[config.mk]
export PLATFORM = sky130hd
export DESIGN_NAME = csidh_ise_shadd_pipe
export DESIGN_NICKNAME = d
export VERILOG_FILES = /design/src/rtl/csidh_ise_pkg.sv /design/src/rtl/csidh_ise_sar.sv /design/src/rtl/csidh_ise_shadd_pipe.sv
export SDC_FILE = /design/constraint.sdc
export NUM_CORES = 1
export LEC_CHECK = 0
export BUFFER_PORTS_ARGS = -buffer_cell sky130_fd_sc_hd__buf_2
export CAP_MARGIN = 20
export CORE_MARGIN = 2
export CORE_UTILIZATION = 46
export DETAILED_ROUTE_END_ITERATION = 7
export PLACE_DENSITY = 0.75
export RECOVER_POWER = 25
export SLEW_MARGIN = 5
export SYNTH_ARGS = -nofsm -noshare
export SYNTH_HDL_FRONTEND = slang
export SYNTH_SLANG_ARGS = --single-unit
[constraint.sdc]
create_clock -name g_clk -period 3 [get_ports g_clk]
set_clock_uncertainty 0.1 [all_clocks]
set_input_delay 0.15 -clock g_clk [delete_from_list [all_inputs] [get_ports g_clk]]
set_output_delay 0.15 -clock g_clk [all_outputs]
set_load 0.02 [all_outputs]
[src/rtl/csidh_ise_pkg.sv]
// Shared constants and op-select decode for the CSIDH-512 shift-add ISE datapath.
package csidh_ise_pkg;

  localparam int XLEN_DEFAULT = 64;

  // Limb width of the 512-bit reduced-radix rv64 layout.
  localparam int RADIX_BITS = 57;

  typedef enum logic [1:0] {
    OP_NONE    = 2'd0,
    OP_SRAIADD = 2'd1,
    OP_SRLIADD = 2'd2
  } op_sel_t;

  function automatic op_sel_t decode_op(input logic op_sra, input logic op_srl);
    op_sel_t sel;
    sel = OP_NONE;
    if (op_sra) begin
      sel = OP_SRAIADD;
    end else if (op_srl) begin
      sel = OP_SRLIADD;
    end
    return sel;
  endfunction

endpackage

[src/rtl/csidh_ise_sar.sv]
// Combinational log2 barrel shifter (right shift) with arithmetic or zero fill.
module csidh_ise_sar #(
  parameter int XLEN = 64,
  localparam int SHW = $clog2(XLEN)
) (
  input  logic [XLEN-1:0] value,
  input  logic [SHW-1:0]  shamt,
  input  logic            logical,
  output logic [XLEN-1:0] result
);

  logic fill;

  assign fill = logical ? 1'b0 : value[XLEN-1];

  // Level gi shifts by 2^gi when shamt[gi] is set; levels chain LSB first.
  for (genvar gi = 0; gi < SHW; gi++) begin : g_level
    localparam int STEP = 1 << gi;
    logic [XLEN-1:0] stage_in;
    logic [XLEN-1:0] stage_out;

    if (gi == 0) begin : g_first
      assign stage_in = value;
    end else begin : g_chain
      assign stage_in = g_level[gi-1].stage_out;
    end

    assign stage_out = shamt[gi] ? {{STEP{fill}}, stage_in[XLEN-1:STEP]} : stage_in;
  end

  assign result = g_level[SHW-1].stage_out;

endmodule

[src/rtl/csidh_ise_shadd_pipe.sv]
// Two-stage valid/ready pipeline computing rd = rs1 + (rs2 >> shamt).
// Logical-shift variant (srliadd) is built only when CSIDH_ISE_SRLIADD_EN is defined.
module csidh_ise_shadd_pipe
  import csidh_ise_pkg::*;
#(
  parameter int XLEN = XLEN_DEFAULT,
  localparam int SHW = $clog2(XLEN)
) (
  input  logic            g_clk,
  input  logic            g_resetn,
  input  logic            in_valid,
  output logic            in_ready,
  input  logic [XLEN-1:0] in_rs1,
  input  logic [XLEN-1:0] in_rs2,
  input  logic [SHW-1:0]  in_shamt,
  input  logic            in_op_sraiadd,
  input  logic            in_op_srliadd,
  output logic            out_valid,
  input  logic            out_ready,
  output logic [XLEN-1:0] out_rd
);

  op_sel_t         op_sel;
  logic            op_hit;
  logic            logical_fill;
  logic [XLEN-1:0] shifted;

  logic            s1_valid_reg;
  logic            s1_hit_reg;
  logic [XLEN-1:0] s1_rs1_reg;
  logic [XLEN-1:0] s1_shifted_reg;

  logic            out_valid_reg;
  logic [XLEN-1:0] out_rd_reg;
  logic [XLEN-1:0] rd_next;

  logic            s1_adv;
  logic            s2_adv;

`ifdef CSIDH_ISE_SRLIADD_EN
  assign op_sel       = decode_op(in_op_sraiadd, in_op_srliadd);
  assign logical_fill = (op_sel == OP_SRLIADD);
`else
  // srliadd is ignored: it decodes to OP_NONE and the fill bit stays arithmetic.
  logic srliadd_unused;
  assign srliadd_unused = in_op_srliadd;
  assign op_sel         = decode_op(in_op_sraiadd, 1'b0);
  assign logical_fill   = 1'b0;
`endif

  assign op_hit = (op_sel != OP_NONE);

  csidh_ise_sar #(
    .XLEN(XLEN)
  ) u_sar (
    .value  (in_rs2),
    .shamt  (in_shamt),
    .logical(logical_fill),
    .result (shifted)
  );

  // in_ready is the only combinational path and depends on out_ready alone.
  assign s2_adv   = !out_valid_reg || out_ready;
  assign s1_adv   = !s1_valid_reg || s2_adv;
  assign in_ready = s1_adv;

  always_ff @(posedge g_clk) begin
    if (!g_resetn) begin
      s1_valid_reg   <= 1'b0;
      s1_hit_reg     <= 1'b0;
      s1_rs1_reg     <= '0;
      s1_shifted_reg <= '0;
    end else if (s1_adv) begin
      s1_valid_reg   <= in_valid;
      s1_hit_reg     <= op_hit;
      s1_rs1_reg     <= in_rs1;
      s1_shifted_reg <= shifted;
    end
  end

  // Unmatched ops flow through with a zero result; carry out is discarded.
  assign rd_next = s1_hit_reg ? (s1_rs1_reg + s1_shifted_reg) : '0;

  always_ff @(posedge g_clk) begin
    if (!g_resetn) begin
      out_valid_reg <= 1'b0;
      out_rd_reg    <= '0;
    end else if (s2_adv) begin
      out_valid_reg <= s1_valid_reg;
      out_rd_reg    <= rd_next;
    end
  end

  assign out_valid = out_valid_reg;
  assign out_rd    = out_rd_reg;

endmodule

Word level (Yosys, flattened, before mapping)

Index checks and enable logic that the tools add are counted.
W data, S select, Z words.

Divide/modulo/power cells: 0
Bitwise logic cells: 0
Shift operators: 0
Muxes and demuxes: 8
$add $sub $neg: 1
Reduce and logical (&&, ||, !) cells: 5
Order comparisons: 0
$mul: 0
Equal/unequal tests: 0

Operators by type and width:

| operator           | number |
|---|---|
| $mux W63           | 6 |
| $add A64 B64 Y64   | 1 |
| $mux W64           | 1 |
| $logic_not A1 Y1   | 2 |
| $logic_or A1 B1 Y1 | 2 |
| $reduce_bool A2 Y1 | 1 |
| $mux W1            | 1 |

RAM bits: 0
Latch bits: 0
Flip-flop bits (word level): 195
Memories: 0
Output and inout bits: 66
Bits of input ports: 140
ROM bits: 0
Word-level logic and storage cells: 20

Longest topological paths before layout

Gate-level depths: netlist (run 1).

Depth in word-level cells: 6
Mapped depth: 12
Depth with buffers taken out: 12

Cells and area by module

Synthesis (run 1) repeated with hierarchy kept, for this count alone.

Cells, all modules: 1981
Area, all modules: 15279.7 um^2

Modules (own cells, without submodules):

| module               | sequential area each (um^2) | instances | cells each | area each (um^2) |
|---|---|---|---|---|
| csidh_ise_shadd_pipe | 3903.7                      | 1         | 1377       | 10794.1 |
| csidh_ise_sar        | 0.0                         | 1         | 604        | 4485.6 |

Least setup slack after synthesis (run 1)

Ideal clock, no wire load.

Path kind: register to register
From: register s1_rs1_reg[0]
To: register out_rd_reg[60], in the netlist out_rd[60]
Clock period less this slack: 2563 ps
Cell stages (with the launch flop): 13
Setup time: 122 ps
Path slack: 437 ps
Arrival time: 2341 ps
Path buffers: 0
Required time: 2778 ps
Cells stage by stage: dfxtp_1 -> ha_1 -> inv_1 -> fa_1 -> nor2b_1 -> o211ai_1 -> nand3b_1 -> a21oi_2 -> o31ai_2 -> o31ai_4 -> a21oi_1 -> nor4_1 -> a311o_1

Longest elaborated chain between the ends: 2

RTL lines:

| what                     | line                       | text |
|---|---|---|
| start: declaration       | csidh_ise_shadd_pipe.sv:30 | `logic [XLEN-1:0] s1_rs1_reg;` |
| start signal: assignment | csidh_ise_shadd_pipe.sv:76 | `s1_rs1_reg <= in_rs1;` |
| $add A64 B64 Y64         | csidh_ise_shadd_pipe.sv:82 | `assign rd_next = s1_hit_reg ? (s1_rs1_reg + s1_shifted_reg) : '0;` |
| $mux W64                 | csidh_ise_shadd_pipe.sv:82 |  |
| end signal: assignment   | csidh_ise_shadd_pipe.sv:90 | `out_rd_reg <= rd_next;` |
| end: declaration         | csidh_ise_shadd_pipe.sv:34 | `logic [XLEN-1:0] out_rd_reg;` |

Every way passes these cells.
A chain may end at the register's enable or synchronous reset.

Final worst setup path (run 1)

From: register s1_shifted_reg[20]
To: register out_rd_reg[56], in the netlist out_rd[56]

Longest elaborated chain between the ends: 2

RTL lines:

| what                     | line                       | text |
|---|---|---|
| start: declaration       | csidh_ise_shadd_pipe.sv:31 | `logic [XLEN-1:0] s1_shifted_reg;` |
| start signal: assignment | csidh_ise_shadd_pipe.sv:77 | `s1_shifted_reg <= shifted;` |
| $add A64 B64 Y64         | csidh_ise_shadd_pipe.sv:82 |  |
| $mux W64                 | csidh_ise_shadd_pipe.sv:82 |  |

Every way passes these cells.

==> results of run 1 <==
worst max-delay path by stage:
| stage | from | end | slack [ns] |
|---|---|---|---|
| 2_1_floorplan | s1_rs1_reg[0] | out_rd[60] | 0.44 |
| 3_3_place_gp | s1_rs1_reg[0] | out_rd[62] | 0.13 |
| 3_5_place_dp | s1_rs1_reg[0] | out_rd[60] | 0.05 |
| 4_1_cts | s1_rs1_reg[0] | out_rd[60] | 0.03 |
| 5_1_grt | s1_shifted_reg[20] | out_rd[56] | -0.003 |
| 6_report | s1_shifted_reg[20] | out_rd[56] | 0.10 |
stage by stage:
step	TNS, ns	instance area [um2]
final	0	17900
after global placement	0	16400
after detailed placement	0	16400
after global routing	-0.00453	17900
after floorplan	0	14800
after CTS	0	17800
cell usage after synthesis (4+ instances only):
master / n
a211oi_1: 13
a21boi_0: 89
a21boi_1: 11
a21o_1: 39
a21oi_1: 110
a22oi_1: 22
a31oi_1: 6
a32o_1: 4
and2_1: 20
and3_1: 5
buf_1: 17
buf_2: 19
buf_6: 5
clkbuf_1: 93
dfxtp_1: 195
ha_1: 63
inv_1: 28
inv_2: 4
mux2_2: 52
mux2i_1: 66
mux4_2: 70
nand2_1: 331
nand2b_1: 9
nand3_1: 26
nand4_1: 30
nor2_1: 88
nor2b_1: 30
nor3_1: 21
o211ai_1: 26
o21a_1: 12
o21ai_0: 105
o21ai_1: 48
o21bai_1: 15
o31ai_1: 7
or3_1: 4
xnor2_1: 33
xor2_1: 21
per-layer routing:
metal | up-vias | GRT usage (%) | wire [um]
met2 | 556 | 43.8 | 21100
met3 | 77 | 3.21 | 3090
met5 | - | 0 | 0
li1 | 6995 | - | -
met4 | 0 | 8.35 | 1140
met1 | 6843 | 38.1 | 21100
cells in the final DEF, fill, tap and decap left out, drive strengths merged, types with 27 or more instances in the layout:
cell type and count:
nand4 30, mux2 55, dfxtp 195, o211ai 27, buf 221, nand2 331
mux4 70, mux2i 66, a21o 39, o21ai 154, a21boi 101, nor2b 30
dlygate4sd3 68, ha 63, a21oi 111, inv 37, clkbuf 83, xnor2 33
nor2 88
power groups by stage:
stage / combinational (mW) / clock (mW) / sequential [mW]
detailed placement: 2.29 / 0 / 2.96
global route: 2.64 / 2.62 / 2.92
CTS: 2.38 / 2.51 / 2.90
floorplan: 1.54 / 0 / 2.95
global placement: 2.27 / 0 / 2.95
finish: 2.44 / 2.49 / 2.91
logic make-up (layout without fill, tap and decap cells):
family	after synthesis	after routing	share of synthesized area (%)
AND/OR/NAND/NOR	579	579	17.1
XOR/XNOR	54	54	3.19
other	0	1	0
buffers and inverters	169	417	4.75
AO/OA/AOI/OAI	543	543	24.0
adder cells (fa/ha/maj)	64	64	5.45
multiplexers	191	191	19.2
flip-flops	195	195	26.3
area by class of cell:
type | instances | area (um2) | area share [%]
Multi-Input combinational cell | 1431 | 10400 | 58.1
Sequential cell | 195 | 3910 | 21.9
Tap cell | 402 | 503 | 2.82
Clock inverter | 13 | 191 | 1.07
Antenna cell | 1 | 2.50 | 0.0140
Timing Repair Buffer | 353 | 2310 | 12.9
Clock buffer | 19 | 443 | 2.48
Inverter | 32 | 120 | 0.673
what timing repair did:
| item | in CTS | in global routing |
|---|---|---|
| setup buffers | 0 | 5 |
| gates resized for setup | 0 | 26 |
| hold buffers | 68 | 0 |
| setup endpoints to repair | 0 | 22 |
| hold endpoints to repair | 69 | 0 |
worst max-delay path, stage by stage (launching register included):
cell and delay [ns]:
dfxtp_1 0.36, ha_1 0.47, and3_2 0.26, nand2_1 0.11
nor4_1 0.24, nand2_1 0.15, o31ai_4 0.35, o31ai_4 0.11
buf_6 0.15, o31ai_2 0.28, xnor2_1 0.15, o21ai_1 0.07
==> out/metrics.cfg, run 1 <==
[run_status]
status=completed

[routing]
dr.pass1.iters=5
viasPerCell=5.92
wl_um=46400
dr.first_iter.drc_count=1312
ant_nets=0
remaining_drc_errors=0
routedWlPerCell_um=19.0
via_count=14471

[synthesis]
ys_ff_latch=195
yosysWarningCount=0
synth_area_per_cell_um2=8.27
synthTopCellsByArea=dfxtp_1 (26%), mux4_2 (11%), nand2_1 (8.4%)
synthFlopType=dfxtp_1
synthCells=1795
synthesis.nets=1999
synth_top_area_share_pct=26.3
synth_edf_count=0
synthesis.area_mm2=0.0148
async_flop_share_pct=0
yosysTopAreaCell=dfxtp_1
synthDistinctLibCells=73
ys_seq_area_share_pct=26.3

[critical_path]
worstReg2RegStart=s1_shifted_reg[20]
worstPathRequired_ns=3.25
worstSetupPathType=flip-flop to flip-flop
r2r_end=out_rd[56]
critPathMaxFanout=9
critPathArrivalTime_ns=3.15
crit_path_end_kind=flip-flop
cp-start-kind=flip-flop
rr_worst_depth=11
reg2reg_slack_ns=0.10

[final_layout]
finalNonFillerCells=2446
drive_gt1_share_pct=20.5
num-nets-final=2234
post-route-util_pct=56.4
area_delta_synth_final_pct=20.3
fillers=2893

[power]
p_leak_nw=7.25
powerDensity_mw_per_mm2=439
power_frac_clock_pct=31.8
seqPwrFrac_pct=37.1
power_mw=7.83
p_sw_mw=2.64
swShare_pct=33.7
comb_power_share_pct=31.1
power.internal_mw=5.20
ir_worst_vdd_mv=0.367

[placement]
placed_cells=2341
io_buffers=204
gp_congestion=0.991
dp_hpwl_um=35600
dpl_worst_slack_ns=0.0548

[cts]
path_clk_slew_ns=0.07
htreeDepth=4
cts_tree=done
clockBufferDepth=2
cts_buffers=17
clock-sinks=195
ctsRootBufferMaster=clkbuf_16
clkLatencyLatePin_ns=0.46

[timing]
setup_viol=0
max_slew_margin_pct=45.2
layout_min_cycle_time_ns=2.90
hold_viol_final=0
tightest_slew_ns=0.823
timing.final.ws_setup_ns=0.103
slew_violations=0
timing.hold.ws_ns=0.0363
period_share_pct=96.6
clock.fmax_ghz=0.345

[flow_run]
maxCapViolations=0

[die]
num_rows=65
die_area_mm2=0.0337
die_w_um=184
core_area_mm2=0.0316
initial_core_util_pct=46.9
io_pins=206
die_y_um=184

[worst_hold_path]
hold_path_startpoint=out_ready
holdPathStages=3
hp-class=primary input to flip-flop
min_to=out_valid

[global_routing]
antenna_found_initial=0
grt_usage_pct=27.2
grt_pass1_wl_um=72700
grt_max_degree=123
grt_pass1_vias=13607
grt_overflow=0

No activity file was read; power rests on OpenSTA's default activity.
==> run 2, diff against run 1 <==
--- a/config.mk
+++ b/config.mk
@@ -12,6 +12,7 @@
 export DETAILED_ROUTE_END_ITERATION = 7
 export PLACE_DENSITY = 0.75
 export RECOVER_POWER = 25
+export REMOVE_ABC_BUFFERS = 1
 export SLEW_MARGIN = 5
 export SYNTH_ARGS = -nofsm -noshare
 export SYNTH_HDL_FRONTEND = slang
==> run 2 against run 1 <==
Sequential power is essentially flat. Total power shrank 3.2%. Sequential share of layout area is essentially flat. Flip-flop and latch count is the same. Wire length is essentially flat. Combinational power is essentially flat. Non-clock buffer count grew 7. Count of clock-buffer cells in the layout grew 3. Critical path depth is the same. Worst setup slack gained 0.0099 ns. Final cell count grew 0.25%. Critical path type unchanged. Largest cell class unchanged. Largest power group unchanged.
==> out/metrics.cfg, run 2 (synthesis gave the netlist of run 1 again) <==
[global_routing]
grt_pass1_wl_um=72000  ; -0.94%
grt_overflow=0  ; unchanged
antenna_found_initial=0  ; unchanged
grt_pass1_vias=13619  ; +0.088%
grt_max_degree=139  ; +13%
grt_usage_pct=26.9  ; -0.26 points

[power]
powerDensity_mw_per_mm2=425  ; -3.1%
p_leak_nw=7.25  ; about the same
ir_worst_vdd_mv=0.305  ; -17%

[die]
io_pins=206  ; unchanged
initial_core_util_pct=46.9  ; unchanged
die_w_um=184  ; unchanged
die_area_mm2=0.0337  ; unchanged
core_area_mm2=0.0316  ; unchanged
num_rows=65  ; unchanged
die_y_um=184  ; unchanged

[critical_path]
rr_worst_depth=11  ; unchanged
reg2reg_slack_ns=0.11  ; about the same
slowest_stage=ha_1
max_stage_delay_ns=0.40  ; -0.07 ns
crit_path_cell_trace=ha_1 -> nand2_1 -> or3_1 -> a21o_1 -> a21oi_2 -> nor2_1 -> buf_4 -> a211oi_4 -> o21ai_1 -> a21o_1 -> a32o_1
critPathArrivalTime_ns=3.13  ; -0.02 ns
worstSetupPathType=flip-flop to flip-flop
critPathMaxFanout=6  ; -3
worstReg2RegStart=s1_shifted_reg[12]
r2r_end=out_rd[61]
cp-startpoint=s1_shifted_reg[12]
crit_path_end_kind=flip-flop
worstSetupEndpoint=out_rd[61]
cp_common_cell=a21o_1
worstPathRequired_ns=3.24  ; about the same
cp-start-kind=flip-flop

[worst_hold_path]
hp-class=primary input to flip-flop

[cts]
cts_buffers=17  ; unchanged
cts_tree=done
path_clk_slew_ns=0.07  ; about the same
clkLatencyLatePin_ns=0.45  ; about the same
htreeDepth=4  ; unchanged
clock-sinks=195  ; unchanged
clockBufferDepth=2  ; unchanged
ctsRootBufferMaster=clkbuf_16

[timing]
max_slew_margin_pct=43.6  ; -1.6 points
tightest_slew_ns=0.844  ; +0.0214 ns
period_share_pct=96.2  ; -0.33 points
setup_viol=0  ; unchanged
hold_viol_final=0  ; unchanged
rsz0062_at_grt=true
layout_min_cycle_time_ns=2.89  ; -0.00988 ns
slew_violations=0  ; unchanged
setup_tns_ns=0  ; unchanged
clock.fmax_ghz=0.346  ; +0.34%

[routing]
dr.first_iter.drc_count=1275  ; -2.8%
viasPerCell=5.90  ; -0.19%
remaining_drc_errors=0  ; unchanged
routedWlPerCell_um=18.9  ; -0.21%
wl_um=46400  ; about the same
dr.pass1.iters=6  ; +1
via_count=14479  ; +0.055%
ant_nets=0  ; unchanged

[final_layout]
diodes=0  ; -1
post-route-util_pct=56.4  ; about the same
drive_gt1_share_pct=21.1  ; +0.61 points
fillers=2892  ; -0.035%
final_cell_mix=nand2_1 (331), dfxtp_1 (192), buf_2 (140)
multi_input_area_mm2=0.0104  ; +0.11%
final_common_cell=nand2_1
regArea_mm2=0.00391  ; about the same
num-nets-final=2241  ; +0.31%
area_delta_synth_final_pct=20.2  ; about the same
finalNonFillerCells=2452  ; +0.25%

[run_status]
status=completed

[placement]
placed_cells=2346  ; +0.21%
io_buffers=204  ; unchanged
dp_hpwl_um=35200  ; -1.1%
gp_congestion=0.976  ; -1.5%

[flow_run]
maxCapViolations=0  ; unchanged

run 2: worst min path at each step:
stage                            from                 end  cells after the start
after global routing        out_ready           out_rd[2]                      4
after global placement       in_valid        s1_valid_reg                      2
after CTS                 in_shamt[5]  s1_shifted_reg[52]                      3
after floorplan              g_resetn           out_valid                      1
after detailed placement     in_valid        s1_valid_reg                      2
final                       out_ready           out_rd[0]                      4
run 2: power by group:
group          total [mW]  internal (mW)  switching, mW  leakage, nW
sequential           2.90           2.76          0.140         1.61
combinational        2.45           1.08           1.38         5.36
clock                2.22           1.18           1.04        0.269
run 2: final cells by class:
class / count / share of cell area [%]
Inverter: 32 / 0.673
Clock buffer: 22 / 2.55
Multi-Input combinational cell: 1431 / 58.2
Clock inverter: 10 / 0.561
Sequential cell: 195 / 21.9
Timing Repair Buffer: 360 / 13.3
Tap cell: 402 / 2.82
run 2: metrics by stage:
| stage | hold slack, ns | instance area (um2) | worst slack (ns) | power, mW |
|---|---|---|---|---|
| after global placement | 0.274 | 16500 | -0.0528 | 5.23 |
| after detailed placement | 0.273 | 16500 | -0.126 | 5.26 |
| after global routing | 0.187 | 17800 | -0.0118 | 7.92 |
| final | 0.160 | 17800 | 0.113 | 7.58 |
| after CTS | 0.143 | 17700 | 0.0165 | 7.54 |
| after floorplan | 0.168 | 14300 | -3.03 | 4.37 |
run 2: worst max-delay path, delay by kind of cell (launching register included):
kind	cells	cell delay (ns)
and+or+nand+nor	3	0.53
adders and majority gates	1	0.40
DFF	1	0.34
AOI/OAI and AO/OA	6	1.24
buffers and inverters	1	0.17
run 2: layer usage:
layer | share of wire, % | vias to the layer above | GRT usage [%]
met5 | 0 | - | 0
met4 | 2.7 | 0 | 8.80
met3 | 6.4 | 76 | 2.87
met2 | 45 | 555 | 43.0
met1 | 46 | 6861 | 38.0
li1 | - | 6987 | -
run 2: what timing repair did:
item                                   4_1_cts  5_1_grt
resized for setup                            2       33
setup buffers                                0        6
hold buffers                                68        0
endpoints found under the hold margin       67        0
setup endpoints to repair                    2       24
pin swaps                                    0       13
==> run 3, diff against run 2 <==
--- a/config.mk
+++ b/config.mk
@@ -7,10 +7,12 @@
 export LEC_CHECK = 0
 export BUFFER_PORTS_ARGS = -buffer_cell sky130_fd_sc_hd__buf_2
 export CAP_MARGIN = 20
+export CELL_PAD_IN_SITES_DETAIL_PLACEMENT = 2
+export CELL_PAD_IN_SITES_GLOBAL_PLACEMENT = 2
 export CORE_MARGIN = 2
-export CORE_UTILIZATION = 46
+export CORE_UTILIZATION = 35
 export DETAILED_ROUTE_END_ITERATION = 7
-export PLACE_DENSITY = 0.75
+export PLACE_DENSITY = 0.9
 export RECOVER_POWER = 25
 export REMOVE_ABC_BUFFERS = 1
 export SLEW_MARGIN = 5
==> run 3 against run 2 <==
The run now ends with setup timing left. Largest power group is now combinational logic. Clock power up 19%. Combinational power up 29%. Critical path type unchanged. Sequential power up 2%. Cell area up 5.3%. Via count up 19%. Maximum frequency down 11%.
==> out/metrics.cfg, run 3 (synthesis gave the netlist of run 1 again) <==
[cts]
htreeDepth=4  ; unchanged
clock-sinks=195  ; unchanged
ctsRootBufferMaster=clkbuf_16
path_clk_slew_ns=0.10  ; +0.03 ns
clockBufferDepth=2  ; unchanged
cts_buffers=17  ; unchanged
clkLatencyLatePin_ns=0.49  ; +0.04 ns
cts_tree=done

[placement]
placed_cells=2516  ; +7.2%
dp_hpwl_um=49200  ; +40%
gp_congestion=0.913  ; -6.5%
io_buffers=204  ; unchanged

[critical_path]
critPathMaxFanout=5  ; -1
cp-start-kind=flip-flop
crit_path_cell_trace=ha_1 -> nand2_1 -> a21o_1 -> o31ai_4 -> a41oi_4 -> buf_6 -> o211ai_4 -> a21boi_4 -> or4_1 -> nand3_1
worstPathRequired_ns=3.30  ; +0.06 ns
worstSetupPathType=flip-flop to flip-flop
crit_path_end_kind=flip-flop
max_stage_delay_ns=0.49  ; +0.09 ns
slowest_stage=ha_1
critPathArrivalTime_ns=3.56  ; +0.43 ns

[timing]
layout_min_cycle_time_ns=3.25  ; +0.366 ns
slew_violations=0  ; unchanged
setup_viol=15  ; +15
rsz0062_at_grt=true
hold_viol_final=0  ; unchanged
period_share_pct=108  ; +12 points
timing.final.ws_setup_ns=-0.253  ; -0.366 ns
setup_tns_ns=-1.52  ; -1.52 ns
tightest_slew_ns=0.967  ; +0.123 ns
max_slew_margin_pct=33.7  ; -9.9 points
clock.fmax_ghz=0.307  ; -11%

[final_layout]
area_delta_synth_final_pct=26.6
diodes=0  ; unchanged
final_common_cell=nand2_1
final_cell_mix=nand2_1 (328), dfxtp_1 (182), buf_2 (139)
num-nets-final=2289  ; +2.1%
drive_gt1_share_pct=25.7  ; +4.6 points
finalNonFillerCells=2637  ; +7.5%

[global_routing]
grt_overflow=0  ; unchanged
grt_pass1_vias=18527  ; +36%
grt_pass1_wl_um=116000  ; +62%
antenna_found_initial=6  ; +6
grt_max_degree=123  ; -12%
grt_usage_pct=34.4  ; +7.5 points

[die]
initial_core_util_pct=35.4  ; -12 points
die_y_um=210  ; +14%
die_area_mm2=0.0441  ; +31%
core_area_mm2=0.0419  ; +33%
io_pins=206  ; unchanged
die_w_um=210  ; +14%
num_rows=75  ; +15%

[flow_run]
maxCapViolations=0  ; unchanged

[routing]
dr.first_iter.drc_count=1701  ; +33%
wl_um=86200  ; +86%
dr.pass1.iters=6  ; unchanged
remaining_drc_errors=0  ; unchanged
ant_nets=0  ; unchanged
viasPerCell=6.56  ; +11%
via_count=17296  ; +19%
routedWlPerCell_um=32.7  ; +73%

[run_status]
violations=setup timing
status=complete, but fails checks

[power]
ir_worst_vdd_mv=0.469  ; +54%
powerDensity_mw_per_mm2=467  ; +9.8%
p_leak_nw=7.57  ; +4.4%

[worst_hold_path]
hp-class=primary input to flip-flop

==> run 3: final cells by class <==
type | count | area, um2
repair buffers | 408 | 2750
inverters | 32 | 120
clock buffers | 18 | 439
well taps | 539 | 674
fillers | 4517 | 23200
clock inverters | 14 | 191
multi-input cells | 1431 | 10700
flip-flops and latches | 195 | 3920
==> run 3: where the power goes <==
group	leakage [nW]	total, mW	switching (mW)	internal [mW]
sequential	1.62	2.97	0.201	2.77
clock	0.312	2.65	1.34	1.31
combinational	5.64	3.15	1.95	1.20
==> run 3: critical path: cells and delay by family (launching register included) <==
family | cells | cell delay (ns)
AO/OA/AOI/OAI | 5 | 1.18
AND/OR/NAND/NOR | 3 | 0.86
adder cells (fa/ha/maj) | 1 | 0.49
flip-flops | 1 | 0.35
buffers and inverters | 1 | 0.18
==> run 3: metrics by stage <==
step / power, mW / cell area [um2] / setup WS (ns) / hold WS [ns] / util, %
after floorplan: 4.37 / 14300 / -3.03 / 0.168 / -
after global placement: 5.36 / 16900 / -0.0879 / 0.273 / 40.3
after detailed placement: 5.53 / 16900 / -0.319 / 0.267 / 40.3
after CTS: 8.19 / 18400 / 0.00271 / 0.0509 / 43.8
after global routing: 8.94 / 18800 / -0.278 / 0.0383 / 44.8
final: 8.77 / 18800 / -0.253 / 0.0640 / 44.8
==> run 3: worst paths after layout <==
| path | cells after the start | from | slack, ns | to |
|---|---|---|---|---|
| max reg2reg | 10 | s1_rs1_reg[5] | -0.25 | out_rd[55] |
| min | 2 | g_resetn | 0.06 | s1_shifted_reg[0] |
| min reg2reg | 2 | out_rd[40] | 0.36 | out_rd[40] |
| max | 10 | s1_rs1_reg[5] | -0.25 | out_rd[55] |
==> run 3: what timing repair did <==
action                                  4_1_cts  5_1_grt
gates resized for setup                      27       85
hold buffers                                 67        0
hold endpoints to repair                     67        0
pin swaps                                     8       22
endpoints found under the setup margin       27       30
buffers inserted                              5       17
==> run 3: metal layers <==
| layer | vias up | track usage (%) | part of all wire (%) |
|---|---|---|---|
| li1 | 7058 | - | - |
| met1 | 8682 | 39.9 | 37 |
| met2 | 1103 | 60.7 | 48 |
| met3 | 441 | 5.87 | 7.6 |
| met4 | 12 | 18.7 | 7.1 |
| met5 | - | 0 | 0.079 |
